--- config.mk ---
export PLATFORM = sky130hd
export DESIGN_NAME = dm_store_buffer
export DESIGN_NICKNAME = d
export VERILOG_FILES = /design/src/rtl/dm_store_buffer.sv
export SDC_FILE = /design/constraint.sdc
export NUM_CORES = 1
export LEC_CHECK = 0
export CORE_MARGIN = 2
export CORE_UTILIZATION = 54
export CTS_BUF_LIST = sky130_fd_sc_hd__clkbuf_2 sky130_fd_sc_hd__clkbuf_4 sky130_fd_sc_hd__clkbuf_8
export CTS_CLUSTER_DIAMETER = 100
export DETAILED_ROUTE_END_ITERATION = 10
export GPL_TIMING_DRIVEN = 0
export PLACE_DENSITY_LB_ADDON = 0.08
export SYNTH_ARGS = -nofsm -noshare
export SYNTH_HDL_FRONTEND = slang
export SYNTH_SLANG_ARGS = --single-unit
--- constraint.sdc ---
create_clock -name clk -period 5.1 [get_ports clk]
set_clock_uncertainty 0.1 [all_clocks]
set_input_delay 1.02 -clock clk [delete_from_list [all_inputs] [get_ports clk]]
set_output_delay 1.02 -clock clk [all_outputs]
set_load 0.01 [all_outputs]
--- src/rtl/dm_store_buffer.sv ---
// Store buffer sitting directly in front of the data memory.
// Word stores from the memory stage are queued in a small circular FIFO,
// the oldest entry is drained to the DM write port (at most one per cycle),
// and loads are forwarded the youngest matching buffered data so they never
// observe stale DM contents.
module dm_store_buffer #(
    parameter int DEPTH = 4,
    parameter int AW    = 10,
    parameter int DW    = 32
) (
    input  logic                     clk,
    input  logic                     reset,
    input  logic                     st_valid,
    input  logic [AW-1:0]            st_addr,
    input  logic [DW-1:0]            st_data,
    input  logic [31:0]              st_pc4,
    output logic                     st_ready,
    input  logic                     drain_en,
    output logic                     dm_we,
    output logic [AW-1:0]            dm_addr,
    output logic [DW-1:0]            dm_data,
    output logic [31:0]              dm_pc4,
    input  logic [AW-1:0]            ld_addr,
    output logic                     fwd_hit,
    output logic [DW-1:0]            fwd_data,
    output logic [$clog2(DEPTH):0]   count,
    output logic                     empty
);

    localparam int PW = $clog2(DEPTH);

    logic [AW-1:0]    addr_mem [DEPTH];
    logic [DW-1:0]    data_mem [DEPTH];
    logic [31:0]      pc4_mem  [DEPTH];
    logic [DEPTH-1:0] valid_q;
    logic [PW-1:0]    rd_ptr;
    logic [PW-1:0]    wr_ptr;
    logic [PW-1:0]    fwd_idx;
    logic             push;
    logic             pop;

    // A full buffer refuses stores even when the head drains this cycle, so
    // the accept decision never depends on the DM port being free.
    assign empty    = (count == '0);
    assign st_ready = (count != (PW + 1)'(DEPTH));
    assign push     = st_valid && st_ready;
    assign dm_we    = drain_en && !empty;
    assign pop      = dm_we;

    // Head entry is presented to the DM only while it holds real data.
    assign dm_addr  = empty ? '0 : addr_mem[rd_ptr];
    assign dm_data  = empty ? '0 : data_mem[rd_ptr];
    assign dm_pc4   = empty ? '0 : pc4_mem[rd_ptr];

    // Pointer, valid-flag and occupancy bookkeeping; a reset discards every
    // pending store so none of them ever reaches the DM.
    always_ff @(posedge clk or negedge reset) begin
        if (!reset) begin
            rd_ptr  <= '0;
            wr_ptr  <= '0;
            count   <= '0;
            valid_q <= '0;
        end else begin
            if (push) begin
                wr_ptr          <= wr_ptr + 1'b1;
                valid_q[wr_ptr] <= 1'b1;
            end
            if (pop) begin
                rd_ptr          <= rd_ptr + 1'b1;
                valid_q[rd_ptr] <= 1'b0;
            end
            case ({push, pop})
                2'b10:   count <= count + 1'b1;
                2'b01:   count <= count - 1'b1;
                default: count <= count;
            endcase
        end
    end

    // Payload storage; cleared on reset so nothing undefined can leak out.
    always_ff @(posedge clk or negedge reset) begin
        if (!reset) begin
            for (int i = 0; i < DEPTH; i++) begin
                addr_mem[i] <= '0;
                data_mem[i] <= '0;
                pc4_mem[i]  <= '0;
            end
        end else if (push) begin
            addr_mem[wr_ptr] <= st_addr;
            data_mem[wr_ptr] <= st_data;
            pc4_mem[wr_ptr]  <= st_pc4;
        end
    end

    // Walk entries oldest-to-youngest from the head so a later match
    // overrides an earlier one; this keeps age order correct across wrap.
    always_comb begin
        fwd_hit  = 1'b0;
        fwd_data = '0;
        fwd_idx  = rd_ptr;
        for (int k = 0; k < DEPTH; k++) begin
            fwd_idx = rd_ptr + k[PW-1:0];
            if (valid_q[fwd_idx] && (addr_mem[fwd_idx] == ld_addr)) begin
                fwd_hit  = 1'b1;
                fwd_data = data_mem[fwd_idx];
            end
        end
    end

endmodule

==> flow_summary.ini <==
[status]
status = finished, violations left
violations = negative setup slack

[setup_path]
r2r_end = addr_mem[20]
worst_ep_required_time_ns = 3.98
cp.arrival_ns = 4.19
endpoint_kind = output pin
critPathLaunchType = flip-flop
r2r_start = count[0]
rr_worst_depth = 8
worstSetupPathType = reg2out
rrSetupSlack_ns = 1.71
cp-startpoint = rd_ptr[0]
cp_max_fo = 8

[route]
met1_length_um = 22170
antenna_left = 0
drc = 0
via_count = 13880
wl_met2_um = 27080
wl_um = 55910
dr_wl_met3_um = 4796
routedWlPerCell_um = 25.68
drtIter0Drc = 1165
drt_pass1_iterations = 5
via_per_inst = 6.376
highest_layer = met4

[synthesis]
yosys_warnings = 0
synthArstFlopShare_pct = 100.0
synthFlopType = dfrtp_1
yosysTopAreaCell = dfrtp_1
yosysSeqAreaShare_pct = 40.47
synth_fp_nets = 1471
syn_area_sq_um = 18980
synth_area_leaders = dfrtp_1 (40%), mux4_2 (21%), mux2_2 (18%)
synth_cells = 1373
synth.distinct_cells = 47
syn_avg_cell_area_sq_um = 13.82
yosys_register_bits = 307
synth-edff-count = 0
synth_top_area_share_pct = 40.47

[finish]
layout_common_cells = dfrtp_1 (306), mux2_2 (301), mux4_2 (181)
final_common_cell = dfrtp_1
postLayoutCellArea_sq_um = 24100
postLayoutCoreUtil_pct = 69.77
drive_gt1_share_pct = 48.02
syn2layout_area_growth_pct = 26.97
final_cells = 2177
num-nets-final = 1782

[die]
die_y_um = 191.5
start_util_pct = 54.95
rows = 68
die_w_um = 191.5
core-area_sq_um = 34540
die_area_sq_um = 36660
ioPinCount = 201

[timing]
finalCritPeriodShare_pct = 104.2
hold_viol = 0
drv_slew = 0
relSlewSlack_pct = 30.39
tightestPinTransition_ns = 1.044
timing.final.ws_setup_ns = -0.2141
rsz0062_at_grt = true
finalCriticalPeriod_ns = 5.314
max_freq_ghz = 0.1882
tns_ns = -3.838
setup_viol = 32

[global_routing]
grt_pass1_vias = 14020
overflow = 0
antenna_found_initial = 2
grt_max_degree = 122
grt_pass1_wl_um = 83830
track_usage_pct = 30.61

[cts]
clock_latency_ns = 0.64
clkSinkCount = 307
htreeDepth = 2
root_buffer = clkbuf_8
path_clk_slew_ns = 0.06
cts.path.max_buffers = 3
hold_buffers = 0
cts_tree = built
cts_buffers = 52

[placed_design]
post_dp_cell_area_sq_um = 21580
place.gp.congestion = 0.8953
port_buffers = 192
dpl.cell_count = 2022
dpl.hpwl_um = 36420

[power_and_ir_drop]
pwr_density_cell_nw_per_um2 = 790.6
leakage_nw = 9.763
ir_drop_mv = 0.4533
design_power_total_mw = 19.05

[hold_path]
hold_class = in2async

[flow_run]
maxCapViolCount = 0
## worst max-delay path, cell delays in order, from the launching register on
cell	delay (ns)
dfrtp_1	0.39
buf_6	0.14
buf_12	0.12
buf_12	0.13
inv_16	0.04
ha_4	0.30
buf_12	0.14
buf_4	0.12
mux2i_1	0.24
xnor2_1	0.10
or4_4	0.51
a21oi_4	0.18
and3_4	0.24
buf_12	0.11
buf_12	0.11
mux2i_2	0.07
a221oi_2	0.37
buf_2	0.21
## sequential cells by signal, indices dropped and copies added, names as in the netlist
name	flops
addr_mem	40
count	3
data_mem	128
pc4_mem	128
rd_ptr	2
valid_q	4
wr_ptr	2
## report_power, final
group	internal, mW	switching (mW)
registers	3.70	1.19
clock network	1.35	1.06
logic	6.66	5.10
total	11.7	7.34
## synth_stat cells (all sizes together) (2+ instances only)
cell,count
o32ai,2
a32oi,2
mux2i,71
inv,25
a221oi,11
nand4,5
clkbuf,65
nor4,2
nor2b,73
o22ai,23
and4,2
ha,9
mux4,181
nand3,35
o21ai,4
and3,2
nand2,16
nor2,40
a211oi,6
mux2,301
dfrtp,307
a21oi,34
xor2,26
nand2b,3
nor3,14
buf,59
xnor2,33
o211ai,5
or2,2
and2,6
## area by class of cell
type / instances / area [sq um]
Clock inverter: 12 / 132.6
Antenna cell: 2 / 5.005
Sequential cell: 307 / 7684
Clock buffer: 78 / 992.2
Tap cell: 455 / 569.3
Inverter: 25 / 117.6
Fill cell: 2486 / 10440
Timing Repair Buffer: 264 / 2629
Buffer: 117 / 790.8
Multi-Input combinational cell: 917 / 11180
## metal layers
metal / up-vias / track usage, %
li1: 5878 / -
met1: 7195 / 40.83
met2: 685 / 48.81
met3: 122 / 7.197
met4: 0 / 11.95
met5: - / 0
## how the worst max path moves through the flow
stage,end,slack (ns)
floorplan,fwd_data[11],0.02
global placement,pc4_mem[24],-10.25
detailed placement,fwd_data[18],-2.12
CTS,fwd_data[22],-0.48
global route,fwd_data[22],-0.28
finish,fwd_data[22],-0.21
## metrics by stage
stage	setup slack (ns)	hold WS, ns
after floorplan	0.02074	0.3739
after global routing	-0.2756	0.2809
final	-0.2141	0.2228
after detailed placement	-2.121	0.3878
after global placement	-10.25	0.3811
after CTS	-0.4844	0.2537
## cells by family (layout without fill, tap and decap cells)
kind of cell	Yosys count	in the layout	synth area share (%)
AO/OA/AOI/OAI	92	92	3.454
flip-flops	307	307	40.47
multiplexers	553	553	43.08
XOR/XNOR	59	59	2.723
adder cells (fa/ha/maj)	10	10	0.6988
buffers and inverters	149	496	3.738
AND/OR/NAND/NOR	203	203	5.834
other	0	2	0
## timing repair
item                                    in CTS  in global routing
gates resized for setup                    249                 81
endpoints found under the setup margin      72                 59
buffers inserted                            30                 36
cloned                                       4                  2
pin swaps                                   27                 30
Power figures use the tool's default switching activity.
